### config.mk
export PLATFORM = sky130hd
export DESIGN_NAME = cmos_capture_pack
export DESIGN_NICKNAME = d
export VERILOG_FILES = /design/src/rtl/cmos_capture_pack.sv
export SDC_FILE = /design/constraint.sdc
export NUM_CORES = 1
export LEC_CHECK = 0
export CAP_MARGIN = 20
export CORE_MARGIN = 2
export CORE_UTILIZATION = 57
export DETAILED_ROUTE_END_ITERATION = 10
export DONT_BUFFER_PORTS = 1
export PLACE_DENSITY = 0.75
export SKIP_CTS_REPAIR_TIMING = 1
export SYNTH_ARGS = -nofsm -noshare
export SYNTH_HDL_FRONTEND = slang
export SYNTH_SLANG_ARGS = --single-unit
### constraint.sdc
create_clock -name clk_write -period 3.41 [get_ports clk_write]
set_clock_uncertainty 0.1 [all_clocks]
set_input_delay 0.682 -clock clk_write [delete_from_list [all_inputs] [get_ports clk_write]]
set_output_delay 0.682 -clock clk_write [all_outputs]
set_load 0.03 [all_outputs]
### src/rtl/cmos_capture_pack.sv
`default_nettype none
// ============================================================================
// Module      : cmos_capture_pack
// Description : Captures 8-bit CMOS sensor bytes, packs byte pairs into
//               RGB565 words and writes them to a FIFO in the pixel-clock
//               domain. Discards a number of frames after start for sensor
//               settling, checks line/frame geometry and counts good frames.
// Ports       : clk_write       - pixel clock / FIFO write clock
//               rst             - asynchronous active-high reset
//               cam_vsync       - high = vertical blanking, fall = frame start
//               cam_href        - high = active line bytes present
//               cam_data[7:0]   - sensor byte
//               capture_en      - capture request (level)
//               sdram_init_done - SDRAM ready, asynchronous to clk_write
//               sys_we          - FIFO write strobe, one cycle per word
//               sys_data_in     - packed RGB565 word
//               wr_load         - one-cycle SDRAM write-address reset
//               frame_cnt[7:0]  - good frames captured (wraps)
//               frame_err       - one-cycle pulse on a malformed frame
//               line_err        - sticky malformed-line flag
//               busy            - high while a frame is being captured
// Revision    : 1.0 - initial release
// ============================================================================
module cmos_capture_pack #(
    parameter int H_PIXELS    = 640,
    parameter int V_LINES     = 480,
    parameter int SKIP_FRAMES = 10
) (
    input  logic        clk_write,
    input  logic        rst,
    input  logic        cam_vsync,
    input  logic        cam_href,
    input  logic [7:0]  cam_data,
    input  logic        capture_en,
    input  logic        sdram_init_done,
    output logic        sys_we,
    output logic [15:0] sys_data_in,
    output logic        wr_load,
    output logic [7:0]  frame_cnt,
    output logic        frame_err,
    output logic        line_err,
    output logic        busy
);

    localparam logic [9:0] c_h_pixels    = 10'(H_PIXELS);
    localparam logic [9:0] c_v_lines     = 10'(V_LINES);
    localparam logic [7:0] c_skip_frames = 8'(SKIP_FRAMES);

    localparam logic [1:0] c_s_idle    = 2'd0;
    localparam logic [1:0] c_s_settle  = 2'd1;
    localparam logic [1:0] c_s_wait_vs = 2'd2;
    localparam logic [1:0] c_s_active  = 2'd3;

    // Input register stage and its delayed copy for edge detection
    logic        r_vs, r_vs_d, r_href, r_href_d;
    logic [7:0]  r_data;
    // SDRAM-ready synchronizer
    logic        r_init_m, r_init_s;
    // Control state
    logic [1:0]  r_state, w_state_nxt;
    logic [7:0]  r_skip_cnt;
    // Packing / geometry state
    logic        r_phase, r_line_valid, r_frame_bad;
    logic [7:0]  r_hi;
    logic [9:0]  r_pix_cnt, r_line_cnt;
    logic        r_we_pre;
    logic [15:0] r_word_pre;
    // Registered outputs
    logic        r_sys_we, r_wr_load, r_frame_err, r_line_err;
    logic [15:0] r_sys_data;
    logic [7:0]  r_frame_cnt;

    logic        w_vs_rise, w_vs_fall, w_href_rise, w_href_fall;
    logic        w_active, w_frame_start, w_frame_end, w_frame_good;
    logic        w_byte_ok, w_eff_phase, w_pix_full, w_line_over;
    logic        w_ovf_err, w_fall_err;
    logic [9:0]  w_eff_pix;

    assign w_vs_rise   =  r_vs   & ~r_vs_d;
    assign w_vs_fall   = ~r_vs   &  r_vs_d;
    assign w_href_rise =  r_href & ~r_href_d;
    assign w_href_fall = ~r_href &  r_href_d;

    // Loss of SDRAM readiness overrides every state, so it gates activity too
    assign w_active      = (r_state == c_s_active) && r_init_s;
    assign w_frame_start = (r_state == c_s_wait_vs) && r_init_s && w_vs_fall;
    assign w_frame_end   = w_active && w_vs_rise;
    assign w_frame_good  = (r_line_cnt == c_v_lines) && !r_frame_bad;

    // A byte counts only inside a line that started with an href rise while
    // capturing; a line already running at frame start is ignored.
    assign w_byte_ok   = w_active && r_href && (w_href_rise || r_line_valid);
    // At href rise the current byte is the first of a fresh line
    assign w_eff_phase = w_href_rise ? 1'b0 : r_phase;
    assign w_eff_pix   = w_href_rise ? 10'd0 : r_pix_cnt;
    assign w_pix_full  = (w_eff_pix == c_h_pixels);
    assign w_line_over = (r_line_cnt >= c_v_lines);
    assign w_ovf_err   = w_byte_ok && w_pix_full;
    assign w_fall_err  = w_active && r_line_valid && w_href_fall &&
                         (r_phase || (r_pix_cnt != c_h_pixels));

    always_comb begin
        w_state_nxt = r_state;
        if (!r_init_s) begin
            w_state_nxt = c_s_idle;
        end else begin
            case (r_state)
                c_s_idle:    if (capture_en) w_state_nxt = c_s_settle;
                c_s_settle:  if (r_skip_cnt == c_skip_frames) w_state_nxt = c_s_wait_vs;
                c_s_wait_vs: if (w_vs_fall) w_state_nxt = c_s_active;
                c_s_active:  if (w_vs_rise) w_state_nxt = capture_en ? c_s_wait_vs : c_s_idle;
                default:     w_state_nxt = c_s_idle;
            endcase
        end
    end

    always_ff @(posedge clk_write or posedge rst) begin
        if (rst) begin
            r_vs       <= 1'b0;
            r_vs_d     <= 1'b0;
            r_href     <= 1'b0;
            r_href_d   <= 1'b0;
            r_data     <= 8'h00;
            r_init_m   <= 1'b0;
            r_init_s   <= 1'b0;
            r_state    <= c_s_idle;
            r_skip_cnt <= 8'd0;
        end else begin
            r_vs       <= cam_vsync;
            r_vs_d     <= r_vs;
            r_href     <= cam_href;
            r_href_d   <= r_href;
            r_data     <= cam_data;
            r_init_m   <= sdram_init_done;
            r_init_s   <= r_init_m;
            r_state    <= w_state_nxt;
            if (r_state != c_s_settle)
                r_skip_cnt <= 8'd0;
            else if (w_vs_rise && (r_skip_cnt != c_skip_frames))
                r_skip_cnt <= r_skip_cnt + 8'd1;
        end
    end

    always_ff @(posedge clk_write or posedge rst) begin
        if (rst) begin
            r_phase      <= 1'b0;
            r_line_valid <= 1'b0;
            r_frame_bad  <= 1'b0;
            r_hi         <= 8'h00;
            r_pix_cnt    <= 10'd0;
            r_line_cnt   <= 10'd0;
            r_we_pre     <= 1'b0;
            r_word_pre   <= 16'h0000;
            r_sys_we     <= 1'b0;
            r_sys_data   <= 16'h0000;
            r_wr_load    <= 1'b0;
            r_frame_err  <= 1'b0;
            r_frame_cnt  <= 8'd0;
            r_line_err   <= 1'b0;
        end else begin
            r_we_pre <= 1'b0;
            if (w_frame_start) begin
                r_line_cnt   <= 10'd0;
                r_pix_cnt    <= 10'd0;
                r_frame_bad  <= 1'b0;
                r_phase      <= 1'b0;
                r_line_valid <= 1'b0;
            end else if (!w_active) begin
                // Any partial byte pair is abandoned outside capture
                r_phase      <= 1'b0;
                r_line_valid <= 1'b0;
            end else if (w_href_fall && r_line_valid) begin
                r_line_cnt   <= r_line_cnt + 10'd1;
                r_line_valid <= 1'b0;
                r_phase      <= 1'b0;
            end else if (w_byte_ok) begin
                r_line_valid <= 1'b1;
                if (w_pix_full) begin
                    // Line already complete: surplus bytes are dropped
                    r_pix_cnt <= w_eff_pix;
                    r_phase   <= 1'b0;
                end else if (!w_eff_phase) begin
                    r_hi      <= r_data;
                    r_phase   <= 1'b1;
                    r_pix_cnt <= w_eff_pix;
                end else begin
                    r_word_pre <= {r_hi, r_data};
                    r_we_pre   <= !w_line_over;
                    r_phase    <= 1'b0;
                    r_pix_cnt  <= w_eff_pix + 10'd1;
                end
            end

            if (w_ovf_err || w_fall_err) begin
                r_line_err  <= 1'b1;
                r_frame_bad <= 1'b1;
            end

            // Word staged one cycle earlier is dropped if readiness was lost
            r_sys_we <= r_we_pre && r_init_s;
            if (r_we_pre && r_init_s)
                r_sys_data <= r_word_pre;

            r_wr_load   <= w_frame_start;
            r_frame_err <= w_frame_end && !w_frame_good;
            if (w_frame_end && w_frame_good)
                r_frame_cnt <= r_frame_cnt + 8'd1;
        end
    end

    assign sys_we      = r_sys_we;
    assign sys_data_in = r_sys_data;
    assign wr_load     = r_wr_load;
    assign frame_cnt   = r_frame_cnt;
    assign frame_err   = r_frame_err;
    assign line_err    = r_line_err;
    assign busy        = (r_state == c_s_active);

endmodule
`default_nettype wire

* Word level (Yosys, flattened, before mapping)
Cells that the tools add are included.
** Word-level totals
- Output and inout port bits :: 29
- Logic and storage cells :: 126
- Register bits :: 100
** Operators by class
- Multiplexer cells :: 38
- Order comparisons :: 1
- Reduce and logical (&&, ||, !) cells :: 33
- Add/sub/neg operators :: 4
- Bitwise logic cells :: 12
- Equality and inequality tests :: 15
** Operators by type and width (number)
- two-way mux 10 bit :: 10
- adder 10 x 1 -> 10 bit (second input constant) :: 2
- two-way mux 1 bit :: 19
- adder 8 x 1 -> 8 bit (second input constant) :: 2
- logical AND 1 bit :: 16
- two-way mux 8 bit :: 2
- two-way mux 2 bit :: 6
- AND reduction 6 bit :: 2
- == test 10 bit (second input constant) :: 1
- == test 10 x 9 -> 1 bit (second input constant) :: 1
- greater-or-equal comparator 10 x 9 -> 1 bit (second input constant) :: 1
- inequality test 10 bit (second input constant) :: 1
- nonzero test 2 bit :: 5
- inequality test 3 bit (second input constant) :: 3
- == test 8 x 4 -> 1 bit (second input constant) :: 1
- inequality test 8 x 4 -> 1 bit (second input constant) :: 1
- inverter 1 bit :: 8
- case mux 2 bit (4 select lines) :: 1
- AND 1 bit :: 4
- == test 2 bit (second input constant) :: 2
- inequality test 4 x 1 -> 1 bit (second input constant) :: 1
- AND reduction 4 bit :: 1
- zero test 1 bit :: 3
- logical OR 1 bit :: 3
- other kinds (7) :: 7

* Longest topological paths before layout
Gate-level depths: netlist of run 1.
- Depth after elaboration :: 10
- Gate-level depth with buffers :: 12
- Depth with buffers taken out :: 8

* Worst setup path after synthesis of run 1
OpenSTA, ideal clock, no wires.
- Path kind :: flip-flop to flip-flop
- Start point :: reg r_href
- End point :: reg r_word_pre[0]
- Cell stages (with the launch flop) :: 12
- Arrival time :: 2.363 ns
- Buffers on the path :: 4
- Period minus slack after synthesis :: 2.588 ns
- Data required time :: 3.185 ns
- Path slack :: 0.822 ns
- Cell sequence :: dfrtp_1 > clkbuf_2 > nand2b_1 > buf_2 > and2_1 > inv_1 > ha_1 > and3_1 > or3_1 > buf_6 > buf_8 > mux2_4
** On the way
- Cells in the longest elaborated chain, start to end :: 5
** Ends and longest elaborated chain
- start: declaration :: RTL line 55 : logic r_vs, r_vs_d, r_href, r_href_d;
- start signal: assignment :: RTL line 131 : r_href <= cam_href;
- AND 1 bit or inverter 1 bit (tied branches) :: RTL line 81, 82
- two-way mux 10 bit or AND 1 bit (tied branches) :: RTL line 95, 82
- == test 10 bit or logical AND 1 bit (tied branches) :: RTL line 96, 172
- inverter 1 bit (no line)
- AND reduction 6 bit (no line) *
- end signal: assignment :: RTL line 187 : r_word_pre <= {r_hi, r_data};
- end: declaration :: RTL line 67 : logic [15:0] r_word_pre;
Mark *: on every way between the ends. The rest lies on a longest branch, timed or not.
A chain may end at the register's enable or synchronous reset.

* Worst setup path after layout of run 1
- Start point :: reg r_href
- End point :: reg r_word_pre[15]
Same word-level chain as after synthesis.

==> results of run 1 <==
==> placed cells by master, fill, tap and decap left out, types with 6 or more instances in the layout <==
cell      instances
ha_1              7
xnor2_1          10
and2_1            6
nand3_1          12
o21ai_0          16
clkbuf_8          9
nor2_1           22
and3_1            7
mux2_2           30
nand4_1          11
xor2_1           12
mux2_4            8
inv_1            11
dfrtp_1         100
nand2_1          19
==> worst max-delay path by stage <==
| stage | from | endpoint | slack (ps) |
|---|---|---|---|
| floorplan | rst | frame_cnt[0] | 9 |
| global placement | r_href | r_word_pre[15] | 810 |
| detailed placement | r_href | r_word_pre[15] | 730 |
| CTS | r_href | r_word_pre[15] | 740 |
| global route | r_href | r_pix_cnt[7] | 530 |
| finish | r_href | r_word_pre[15] | 730 |
==> flip-flops by register name, summed over array words and instances (netlist names), 2 cells and up <==
name	flops
r_state	2
r_line_cnt	10
r_data	8
sys_data_in	16
r_hi	8
frame_cnt	8
r_pix_cnt	10
r_skip_cnt	8
r_word_pre	16
==> power breakdown <==
group	leakage, nW	switching, mW	total [mW]	internal (mW)
Clock	0.0954	0.460	0.750	0.290
Sequential	1.36	0.0115	1.21	1.20
Combinational	0.743	0.0316	0.0420	0.0104
==> stage by stage <==
step,instances,cell area (um^2),worst slack (ps),util
3_3_place_gp,438,4450,814,0.606
5_1_grt,454,4650,527,0.634
4_1_cts,454,4650,736,0.634
6_report,454,4650,728,0.634
3_5_place_dp,438,4450,732,0.606
2_1_floorplan,345,4340,9.22,-
==> cell type report <==
type	instances	area [um^2]	share of cell area
sequential	100	2500	0.538
multi-input combinational	224	1740	0.374
clock buffer	9	124	0.0266
inverter	12	47.5	0.0102
clock inverter	7	78.8	0.0170
tap	99	124	0.0266
timing repair buffer	3	35.0	0.00754
==> logic make-up after synthesis <==
family,Yosys count
buf+inv,21
flops,100
compound gates,38
xor+xnor,22
fa+ha+maj,7
simple gates,114
mux,43
==> Yosys cell counts (all sizes together), types with 3 or more instances <==
cell type,number,share of area
a21o,3,0.0052
nand2b,3,0.0043
ha,7,0.020
mux2,41,0.11
buf,4,0.0084
inv,12,0.010
nand3,13,0.018
nand4,11,0.016
nor2,22,0.019
a21oi,5,0.0058
nor2b,5,0.0072
clkbuf,5,0.0046
and2,6,0.0086
xor2,12,0.024
and3,8,0.013
o21ai,16,0.018
xnor2,10,0.020
nand2,19,0.016
nor4,5,0.0086
dfrtp,100,0.58
nor3,5,0.0058
a211oi,3,0.0063
==> metal layers <==
| layer | track usage | routed length [um] | vias to the layer above |
|---|---|---|---|
| li1 | - | - | 1231 |
| met1 | 0.268 | 3370 | 1305 |
| met2 | 0.319 | 3650 | 72 |
| met3 | 0.0622 | 388 | 9 |
| met4 | 0.0631 | 108 | 0 |
| met5 | 0 | 0 | - |
==> flow_summary.ini, run 1 <==
[critical_path]
crit_chain = nand2b_1, and2_1, inv_1, ha_1, and3_1, or3_1, buf_4, mux2_4
worst-setup-path-type = reg -> reg
cp_data_required_time_ps = 3580
crit_buf_inv = 2
critPathMaxFanout = 15
max_stage_delay_ps = 500
path_delay_family = simple AND/OR/NAND/NOR gates
crit_path_end_kind = flop
worstPathArrival_ps = 2850
critPathSlowestCell = dfrtp_1
r2r.worst_path.cells = 8
r2r_setup_slack_ps = 730
reg2reg_from = r_href
reg2reg_to = r_word_pre[15]
start_kind = flop
worstSetupPathDepth = 8

[logic_synthesis]
synthArstFlopShare = 1.00
synth-edff-count = 0
synthAdderAreaFrac = 0.0202
yosysWarnings = 0
synth_xor_area_frac = 0.0444
yosys.area_share.simple = 0.153
yosysSeqAreaShare = 0.577
ys.flop_type = dfrtp_1
synth_fp_nets = 366
synth_compound_area_frac = 0.0611
synth_cells = 345
synth_top_family_by_area = simple AND/OR/NAND/NOR gates
synth_mux_area_frac = 0.122
ys_seq_elements = 100
synth.cell_area_um2 = 4340
postSynthAreaPerCell_um2 = 12.6
synth_cell_type_count = 54

[floorplanning]
die_y_um = 91.3
initial_core_util = 0.592
dieArea_um2 = 8330
io_pins = 43
die_w_um = 91.3
rows = 31
fp.coreArea_um2 = 7330

[grt]
grt_pass1_wl_um = 13200
grt_pass1_vias = 2703
grt_overflow = 0
grt_max_degree = 53
antenna_found_initial = 0
track_usage = 0.201

[drt]
drt_wl_total_um = 7520
vias_per_cell = 5.76
vias = 2617
dr.pass1.iters = 4
post_drt_wl_per_cell_um = 16.6
drt_iter0_drc = 155
ant_nets = 0
drc = 0

[final_layout]
area_delta_synth_final_pct = 7.09
diodes = 0
drive_gt1_frac = 0.194
fin_nets = 371
fillers = 544

[power_and_ir_drop]
p_leak_nw = 2.20
ir_drop_v = 0.000281
total_power_mw = 2.00
powerDensity_nw_per_um2 = 430

[timing]
rsz0062_at_grt = no
finalSetupViolations = 0
slew_violations = 0
min_period_over_period = 0.787
fmax_mhz = 373
worstMarginPinSlew_ps = 727
finalSetupTns_ps = 0
slew_headroom = 0.514
timing.final.crit_period_ps = 2680
hold_viol = 0
hold_ws_ps = 156

[status]
outcome = finished, final reports clean

[placed_design]
port_buffers = 0
dpl.hpwl_um = 5130
gp_congestion = 0.892

[clock_tree]
htree_levels = 3
cts_num_sinks = 100
insertion_delay_ps = 380
tritoncts = built
cts_root_buf = clkbuf_8
clockBufferDepth = 2
clk_pin_slew_ps = 110
cts_made_buffers = 9

[flow_run]
drv_cap = 0

[min_path]
hold_path.class = in -> async
No activity file was read; power rests on OpenSTA's default activity.
==> run 2, diff against run 1 <==
clock period = 2.39 ns   (was 3.41 ns; I/O delays follow)
==> run 2 against run 1 <==
  * Core utilization up 2.0 points
  * Hold slack got worse by 130 ps
  * Cell count grew 3.1%
  * Via count increased by 2.5%
  * Clock power grew 40%
  * Critical path type unchanged
==> flow_summary.ini, run 2 (same netlist as run 1, synthesis figures left out) <==
[drt]
post_drt_wl_per_cell_um = 16.1
vias_per_cell = 5.73
vias = 2682
drt_iter0_drc = 192
drt_wl_total_um = 7540
drc = 0
ant_nets = 0
dr.pass1.iters = 4

[timing]
slew_headroom = 0.612
fmax_mhz = 463
min_period_over_period = 0.904
hold_viol = 0
timing.final.crit_period_ps = 2160
worstMarginPinSlew_ps = 580
setup_ws_ps = 230
finalSetupViolations = 0
rsz0062_at_grt = no
slew_violations = 0
finalSetupTns_ps = 0

[clock_tree]
clk_pin_slew_ps = 110
clockBufferDepth = 2
cts_num_sinks = 100
insertion_delay_ps = 370
cts_made_buffers = 9
tritoncts = built
cts_root_buf = clkbuf_8
htree_levels = 3

[min_path]
hold_path.class = in -> reg

[placed_design]
preCtsSetupSlack_ps = 238
gp_congestion = 0.866
place_inst = 444
port_buffers = 0
dpl.hpwl_um = 5200

[status]
outcome = finished, final reports clean

[critical_path]
start_kind = flop
critPathSlowestCell = dfrtp_1
critPathMaxFanout = 18
crit_chain = nand2b_4, and2_4, inv_1, ha_2, and3_4, or3_1, buf_4, mux2_4
worst-setup-path-type = reg -> reg
crit_path_end_kind = flop
worstPathArrival_ps = 2320
cp_data_required_time_ps = 2550
max_stage_delay_ps = 420

[floorplanning]
io_pins = 43
dieArea_um2 = 8330
die_w_um = 91.3
die_y_um = 91.3
initial_core_util = 0.592
fp.coreArea_um2 = 7330
rows = 31

[final_layout]
drive_gt1_frac = 0.214
diodes = 0
mostFrequentLayoutCells = dfrtp_1, mux2_2, nor2_1
layoutNonFillerInstCount = 468
fin_nets = 385
area_delta_synth_final_pct = 10.4
layout_commonest_cell = dfrtp_1

[grt]
grt_pass1_wl_um = 12900
antenna_found_initial = 0
grt_pass1_vias = 2675
grt_overflow = 0
grt_max_degree = 92
track_usage = 0.196

[power_and_ir_drop]
powerDensity_nw_per_um2 = 594
p_leak_nw = 2.27
ir_drop_v = 0.000430

[flow_run]
drv_cap = 0
[run 2: path summary, 6_finish.rpt]
check | from | endpoint | slack [ps] | cells past startpoint
worst max-delay path | r_href | r_word_pre[1] | 230 | 8
worst min-delay path | cam_vsync | r_vs | 30 | 0
worst max register to register | r_href | r_word_pre[1] | 230 | 8
worst min register to register | r_init_m | r_init_s | 260 | 0
max in group asynchronous | rst | r_pix_cnt[2] | 1040 | 3
min in group asynchronous | rst | frame_cnt[6] | 420 | 2
[run 2: cell type report]
| type | instances | area (um^2) |
|---|---|---|
| Inverter | 12 | 48.8 |
| Timing Repair Buffer | 17 | 160 |
| Sequential cell | 100 | 2500 |
| Tap cell | 99 | 124 |
| Multi-Input combinational cell | 224 | 1750 |
| Clock buffer | 9 | 124 |
| Fill cell | 538 | 2540 |
| Clock inverter | 7 | 78.8 |
[run 2: critical path: cells and delay by family, from the launching register on]
| family | cells | cell delay (ps) |
|---|---|---|
| mux | 1 | 320 |
| simple gates | 4 | 750 |
| buf+inv | 2 | 270 |
| flops | 1 | 420 |
| fa+ha+maj | 1 | 180 |
[run 2: stage by stage]
| stage | hold slack, ps | util | power [mW] | cell area, um^2 |
|---|---|---|---|---|
| after floorplan | 231 | - | 1.80 | 4380 |
| after global placement | 195 | 0.615 | 1.82 | 4510 |
| after detailed placement | 200 | 0.615 | 1.82 | 4510 |
| after CTS | -212 | 0.643 | 2.88 | 4710 |
| after global routing | 3.67 | 0.654 | 2.96 | 4790 |
| final | 27.0 | 0.654 | 2.85 | 4790 |
[run 2: where the power goes]
part | internal (mW) | switching [mW] | total [mW]
Combinational | 0.0277 | 0.0514 | 0.0791
Clock | 0.414 | 0.634 | 1.05
Sequential | 1.71 | 0.0140 | 1.72
Total | 2.15 | 0.699 | 2.85
[run 2: per-layer routing]
metal / up-vias / GRT usage / routed length, um
li1: 1262 / - / -
met1: 1347 / 0.253 / 3290
met2: 62 / 0.318 / 3760
met3: 11 / 0.0622 / 378
met4: 0 / 0.0631 / 108
met5: - / 0 / 0
